$ cat config.mk
export PLATFORM = sky130hd
export DESIGN_NAME = shift_add_mult
export DESIGN_NICKNAME = d
export VERILOG_FILES = /design/src/rtl/mult_pkg.sv /design/src/rtl/mul_sign_adj.sv /design/src/rtl/shift_add_mult.sv
export SDC_FILE = /design/constraint.sdc
export NUM_CORES = 1
export LEC_CHECK = 0
export ABC_AREA = 1
export BUFFER_PORTS_ARGS = -buffer_cell sky130_fd_sc_hd__clkbuf_2
export CORE_MARGIN = 2
export CORE_UTILIZATION = 29
export DETAILED_ROUTE_END_ITERATION = 6
export HOLD_SLACK_MARGIN = 0.06
export SLEW_MARGIN = 30
export SYNTH_ARGS = -nofsm -noshare
export SYNTH_HDL_FRONTEND = slang
export SYNTH_SLANG_ARGS = --single-unit
$ cat constraint.sdc
create_clock -name clk -period 3.05 [get_ports clk]
set_input_delay 0 -clock clk [delete_from_list [all_inputs] [get_ports clk]]
set_output_delay 0 -clock clk [all_outputs]
set_load 0.1 [all_outputs]
$ cat src/rtl/mult_pkg.sv
// Shared definitions for the shift-and-add multiplier family: FSM state
// encoding and the iteration-counter width helper.
package mult_pkg;

    typedef enum logic [1:0] {
        S_IDLE = 2'd0,
        S_CALC = 2'd1,
        S_DONE = 2'd2
    } state_t;

    // Smallest r with 2**r >= value; callers pass CW+1 to size the iteration counter.
    function automatic int clog2(input int value);
        int r;
        r = 0;
        while ((1 << r) < value) begin
            r = r + 1;
        end
        return r;
    endfunction

endpackage

$ cat src/rtl/mul_sign_adj.sv
// Conditional two's-complement negate: yields -val_i when neg_i is set, val_i otherwise.
// Used both to take operand magnitudes and to restore the sign of the product.
module mul_sign_adj #(
    parameter int W = 8
) (
    input  logic [W-1:0] val_i,
    input  logic         neg_i,
    output logic [W-1:0] val_o
);

    assign val_o = neg_i ? (~val_i + W'(1)) : val_i;

endmodule

$ cat src/rtl/shift_add_mult.sv
// Sequential shift-and-add multiplier: one add/shift per cycle over CW iterations,
// optional two's-complement mode via sign-magnitude conversion, registered product.
module shift_add_mult
    import mult_pkg::*;
#(
    parameter int MW        = 16,
    parameter int CW        = 4,
    parameter bit SIGNED_EN = 1'b1
) (
    input  logic             clk,
    input  logic             rst,
    input  logic             St,
    input  logic             Sgn,
    input  logic [MW-1:0]    Mult,
    input  logic [CW-1:0]    Mcand,
    output logic [MW+CW-1:0] product,
    output logic             Done,
    output logic             Busy
);

    localparam int PW   = MW + CW;
    localparam int CNTW = clog2(CW + 1);

    state_t          state_q;
    logic [CNTW-1:0] cnt_q;
    logic [PW:0]     acc_q;
    logic [PW:0]     acc_d;
    logic [PW:0]     acc_sum;
    logic [MW-1:0]   mult_q;
    logic            neg_q;
    logic [PW-1:0]   product_q;
    logic            done_q;
    logic            busy_q;

    logic            signed_eff;
    logic            mult_neg;
    logic            mcand_neg;
    logic [MW-1:0]   mult_abs;
    logic [CW-1:0]   mcand_abs;
    logic [PW-1:0]   prod_adj;

    assign signed_eff = Sgn & SIGNED_EN;
    assign mult_neg   = signed_eff & Mult[MW-1];
    assign mcand_neg  = signed_eff & Mcand[CW-1];

    // Magnitudes are read as unsigned, so -2**(W-1) maps cleanly onto 2**(W-1).
    mul_sign_adj #(.W(MW)) u_abs_mult (
        .val_i (Mult),
        .neg_i (mult_neg),
        .val_o (mult_abs)
    );

    mul_sign_adj #(.W(CW)) u_abs_mcand (
        .val_i (Mcand),
        .neg_i (mcand_neg),
        .val_o (mcand_abs)
    );

    mul_sign_adj #(.W(PW)) u_neg_prod (
        .val_i (acc_q[PW-1:0]),
        .neg_i (neg_q),
        .val_o (prod_adj)
    );

    // The top acc bit is always zero entering an iteration, so the upper add cannot overflow.
    always_comb begin
        acc_sum = acc_q;
        if (acc_q[0]) begin
            acc_sum[PW:CW] = {1'b0, acc_q[PW-1:CW]} + {1'b0, mult_q};
        end
        acc_d = {1'b0, acc_sum[PW:1]};
    end

    always_ff @(posedge clk or posedge rst) begin
        if (rst) begin
            state_q   <= S_IDLE;
            cnt_q     <= '0;
            acc_q     <= '0;
            mult_q    <= '0;
            neg_q     <= 1'b0;
            product_q <= '0;
            done_q    <= 1'b0;
            busy_q    <= 1'b0;
        end else begin
            done_q <= 1'b0;
            case (state_q)
                S_IDLE: begin
                    if (St) begin
                        mult_q  <= mult_abs;
                        acc_q   <= {{(MW + 1){1'b0}}, mcand_abs};
                        neg_q   <= mult_neg ^ mcand_neg;
                        cnt_q   <= '0;
                        busy_q  <= 1'b1;
                        state_q <= S_CALC;
                    end
                end
                S_CALC: begin
                    acc_q <= acc_d;
                    cnt_q <= cnt_q + CNTW'(1);
                    if (cnt_q == CNTW'(CW - 1)) begin
                        state_q <= S_DONE;
                    end
                end
                S_DONE: begin
                    product_q <= prod_adj;
                    done_q    <= 1'b1;
                    busy_q    <= 1'b0;
                    state_q   <= S_IDLE;
                end
                default: begin
                    state_q <= S_IDLE;
                end
            endcase
        end
    end

    assign product = product_q;
    assign Done    = done_q;
    assign Busy    = busy_q;

endmodule

== Word level (Yosys, flattened, before mapping) ==
Cells that the tools add are included.

* Flip-flop bits (word level): 65
* Logic and storage cells: 45

* Mux-type cells: 14
* Bitwise operators: 6
* $add $sub $neg: 5
* Eq/ne operators: 5
* Reductions and logical operators: 7

{| class="wikitable"
|+ Operators with widths
! cell !! count
|-
| $pmux 21 s2 || 1
|-
| $mux 21 || 1
|-
| $add 20x1->20 const B || 1
|-
| $mux 20 || 1
|-
| $not 20->20 || 1
|-
| $add 16x16->17 || 1
|-
| $mux 17 || 1
|-
| $add 16x1->16 const B || 1
|-
| $mux 16 || 1
|-
| $not 16->16 || 1
|-
| $reduce_and 2->1 || 4
|-
| $pmux 3 s2 || 1
|-
| $add 4x1->4 const B || 1
|-
| $mux 2 || 2
|-
| $mux 4 || 1
|-
| $ne 2x2->1 const B || 2
|-
| $not 4->4 || 1
|-
| $pmux 2 s2 || 1
|-
| $reduce_bool 2->1 || 2
|-
| $add 3x1->3 const B || 1
|-
| $eq 3x2->1 const B || 1
|-
| $mux 3 || 1
|-
| $and 1x1->1 || 2
|-
| $eq 2x1->1 const B || 1
|-
| 5 further kinds || 6
|}

== Logic depth before layout (Yosys ltp) ==
* Depth after elaboration: 5
* Mapped depth: 12

== Hierarchy ==
From an unflattened synthesis, not the netlist that was laid out.

* Cell total of the unflattened synthesis: 721
* Area total of the unflattened synthesis: 4720.8 um^2

{| class="wikitable"
|+ Modules (own cells, without submodules)
! module !! cells each !! sequential area each (um^2) !! instances !! area an instance (um^2)
|-
| shift_add_mult || 496 || 1601.5 || 1 || 3569.7
|-
| mul_sign_adj (u_neg_prod) || 114 || 0.0 || 1 || 591.8
|-
| mul_sign_adj (u_abs_mult) || 94 || 0.0 || 1 || 475.5
|-
| mul_sign_adj (u_abs_mcand) || 17 || 0.0 || 1 || 83.8
|}

== Worst setup path after synthesis ==
Ideal clock, no wire load.

* Kind: reg-to-reg
* Start point: register acc_q[0]
* End point: register product_q[18] (netlist: product[18])
* Stages on the path, launching flop included: 11
* Slack: 1.214 ns
* Buffers on the path: 1
* Required time: 2.930 ns
* Data arrival time: 1.716 ns
* Cells stage by stage: dfrtp_1 > inv_2 > clkbuf_1 > ha_1 > nand3_4 > nor2_4 > nand2_2 > o21ai_4 > nand3_1 > nand3_1 > nand2_1

* Longest elaborated chain between the ends: 3

{| class="wikitable"
|+ Ends and longest elaborated chain
! element !! RTL line !! RTL
|-
| start: declaration || shift_add_mult.sv:26 || <nowiki>logic [PW:0] acc_q;</nowiki>
|-
| start signal: assignment || shift_add_mult.sv:90 || <nowiki>acc_q <= {{(MW + 1){1'b0}}, mcand_abs};</nowiki>
|-
| $not 20->20 || mul_sign_adj.sv:11 || <nowiki>assign val_o = neg_i ? (~val_i + W'(1)) : val_i;</nowiki>
|-
| $add 20x1->20 || mul_sign_adj.sv:11 ||
|-
| $mux 20 || mul_sign_adj.sv:11 ||
|-
| end signal: assignment || shift_add_mult.sv:105 || <nowiki>product_q <= prod_adj;</nowiki>
|-
| end: declaration || shift_add_mult.sv:31 || <nowiki>logic [PW-1:0] product_q;</nowiki>
|}

Every way passes these cells.
A chain may end at the register's enable or synchronous reset.

== Worst setup path after layout ==
* Start point: register acc_q[0]
* End point: register product_q[16] (netlist: product[16])

Same word-level chain as after synthesis.

==> flow_summary.toml <==
[setup_path]
path_cells = "inv_2, ha_1, nand3_4, nor2_4, nand2_2, o21ai_4, nand3_1, nand3_1, nand2_1"
worstPathRequired_ns = 3.27
critPathSlowestCell = "dfrtp_1"
crit_arrival_ns = 2.31
max_stage_delay_ns = 0.55
worstSetupPathType = "reg2reg"
startpoint_type = "register"
path_common_cell = "nand3_1"
crit_path_max_fanout = 22
cp-end-kind = "register"

[floorplan]
dieArea_sq_mm = 0.0164
die_h_microns = 128
rows = 45
die_w_microns = 128
initial_utilization_pct = 29.5
core_area_sq_mm = 0.0151
pin_count = 46

[sta]
skew_ns = 0.00581
drv_slew = 0
setup_viol = 0
hold_viol_final = 0
period_share_pct = 68.4
relSlewSlack_pct = 47.9
rsz0062_at_grt = "false"
worst_slew_pin_slew_ns = 0.780
finalCriticalPeriod_ns = 2.09
setup_tns_ns = 0
fmax_mhz = 479

[clock_tree]
htreeDepth = 3
cts_tree = "yes"
clock_latency_ns = 0.34
cts_made_buffers = 9
cts-root-buf = "clkbuf_16"
numClockSinks = 64
cts_resized = 0
clockBufferDepth = 2
path_clk_slew_ns = 0.06
postCtsSetupRepairBufs = 0

[synth]
synth.top_cells.by_area = "dfrtp_1 36%, nand2_1 17%, inv_1 7.4%, nand3_1 6.4%, ha_1 5.9%"
synth_top_cell_by_area = "dfrtp_1"
synth.cell_area_sq_mm = 0.00445
avgSynthCellArea_sq_um = 6.92
yosys.area.top_type_share_pct = 36.0
synth.ff_latch_count = 64
synth_cell_types = 39
synth-warning-count = 0
syn_nets = 690
synthCells = 644
ys_seq_area_share_pct = 36.0

[global_routing]
grt_antenna_before_repair = 0
grt_pass1_wl_mm = 19.0
grt_max_degree = 45
met3_usage_pct = 3.05
grtUsageTotal_pct = 14.5
grtUsageMet2_pct = 21.9
grt_pass1_vias = 3943
grt-busiest-layer = "met2"
met1_usage_pct = 20.9
grt-ovfl-total = 0

[route]
avgViaCountPerCell = 4.57
drt_wl_total_mm = 10.8
wire_per_inst_microns = 12.1
dr.pass1.iters = 5
drt_iter0_drc = 216
num_vias = 4099
ant_nets = 0
drc_errors = 0

[placement]
globalplace.congestion = 0.894
port_buffers = 45
dp_hpwl_mm = 8.33

[finish]
layout_common_cells = "201 x nand2_1, 87 x inv_1, 64 x dfrtp_1, 57 x nand3_1, 45 x clkbuf_2"
syn2layout_area_growth_pct = 19.8
layout-drive-gt1-share_pct = 12.4
final_nets = 749
n_antenna_cell = 0
final_common_cell = "nand2_1"

[outcome]
outcome = "finished, final reports clean"

[hold_path]
hold_class = "in2reg"

[flow_run]
cap_violations = 0
==> routing by layer <==
metal | up-vias | wire length, microns
met5 | - | 0
met4 | 0 | 110
met3 | 8 | 395
met2 | 69 | 4290
met1 | 1837 | 6040
li1 | 2185 | -
==> cell usage after synthesis <==
master	number
nand3_2	1
xnor2_1	2
o21ai_2	1
nand3_1	57
buf_6	2
o21ai_0	43
clkinv_1	1
nor3_1	9
a31oi_1	3
a22o_1	1
fa_1	1
inv_2	7
nand4_1	3
or2_0	1
nand3b_1	2
dfrtp_1	64
nand2_2	2
o21ai_1	7
nor2_2	3
o31ai_1	3
ha_1	21
or2_1	2
o21bai_1	1
o21ai_4	1
a21oi_1	28
buf_4	3
xor2_1	13
buf_2	8
a21oi_2	2
nor2_4	5
inv_1	88
nand3_4	1
o221ai_1	1
o22ai_1	5
nor2_1	40
o211ai_1	2
nand2_1	201
a22oi_1	3
clkbuf_1	6
==> final cells by class <==
class	count	area, sq um
clock buffer	12	267
timing repair buffer	67	438
tap	188	235
fill	1630	9750
multi-input combinational	465	2380
inverter	96	360
clock inverter	4	51.3
sequential	64	1600
==> cells by family (layout without fill, tap and decap cells) <==
logic type | after synthesis | in the layout | share of synthesized area [%]
flops | 64 | 64 | 36.0
compound gates | 101 | 101 | 12.8
simple gates | 327 | 327 | 31.5
xor+xnor | 15 | 15 | 2.95
buf+inv | 115 | 179 | 10.5
fa+ha+maj | 22 | 22 | 6.35
==> worst max-delay path: cells and delay by family, from the launching register on <==
family	cells	cell delay (ns)
buffers and inverters	1	0.39
adders and majority gates	1	0.28
and+or+nand+nor	6	0.57
AOI/OAI and AO/OA	1	0.18
DFF	1	0.55
==> through the flow <==
| stage | hold slack, ns | cells | cell area [sq um] | worst slack, ns | util (%) |
|---|---|---|---|---|---|
| after floorplan | 0.138 | 644 | 4450 | 1.21 | - |
| after global placement | 0.0206 | 861 | 4830 | 1.05 | 32.0 |
| after detailed placement | 0.0223 | 861 | 4830 | 0.993 | 32.0 |
| after CTS | 0.101 | 896 | 5340 | 0.964 | 35.4 |
| after global routing | 0.134 | 896 | 5340 | 0.706 | 35.4 |
| final | 0.0955 | 896 | 5340 | 0.963 | 35.4 |
==> final timing paths <==
path	startpoint	end	slack [ns]	depth (start not counted)
setup / recovery	acc_q[0]	product[16]	0.96	9
hold / removal	Mult[14]	mult_q[14]	0.1	5
setup reg to reg	acc_q[0]	product[16]	0.96	9
hold reg to reg	product[6]	product[6]	0.48	2
max in group asynchronous	rst	mult_q[13]	1.92	4
min in group asynchronous	rst	product[19]	0.21	3
==> sequential cells by signal (all words and copies together), names as in the netlist <==
name and cells:
neg_q 1, state_q 2, Done 1, mult_q 16, Busy 1, cnt_q 3, acc_q 20, product 20
==> repair_timing <==
| action | 4_1_cts | 5_1_grt |
|---|---|---|
| setup endpoints to repair | 0 | 0 |
| hold buffers | 19 | 0 |
| hold endpoints to repair | 36 | 0 |
Power is left out: the tool's default activity adds up to more than one toggle a clock period on the data nets, which glitch-free logic cannot reach.
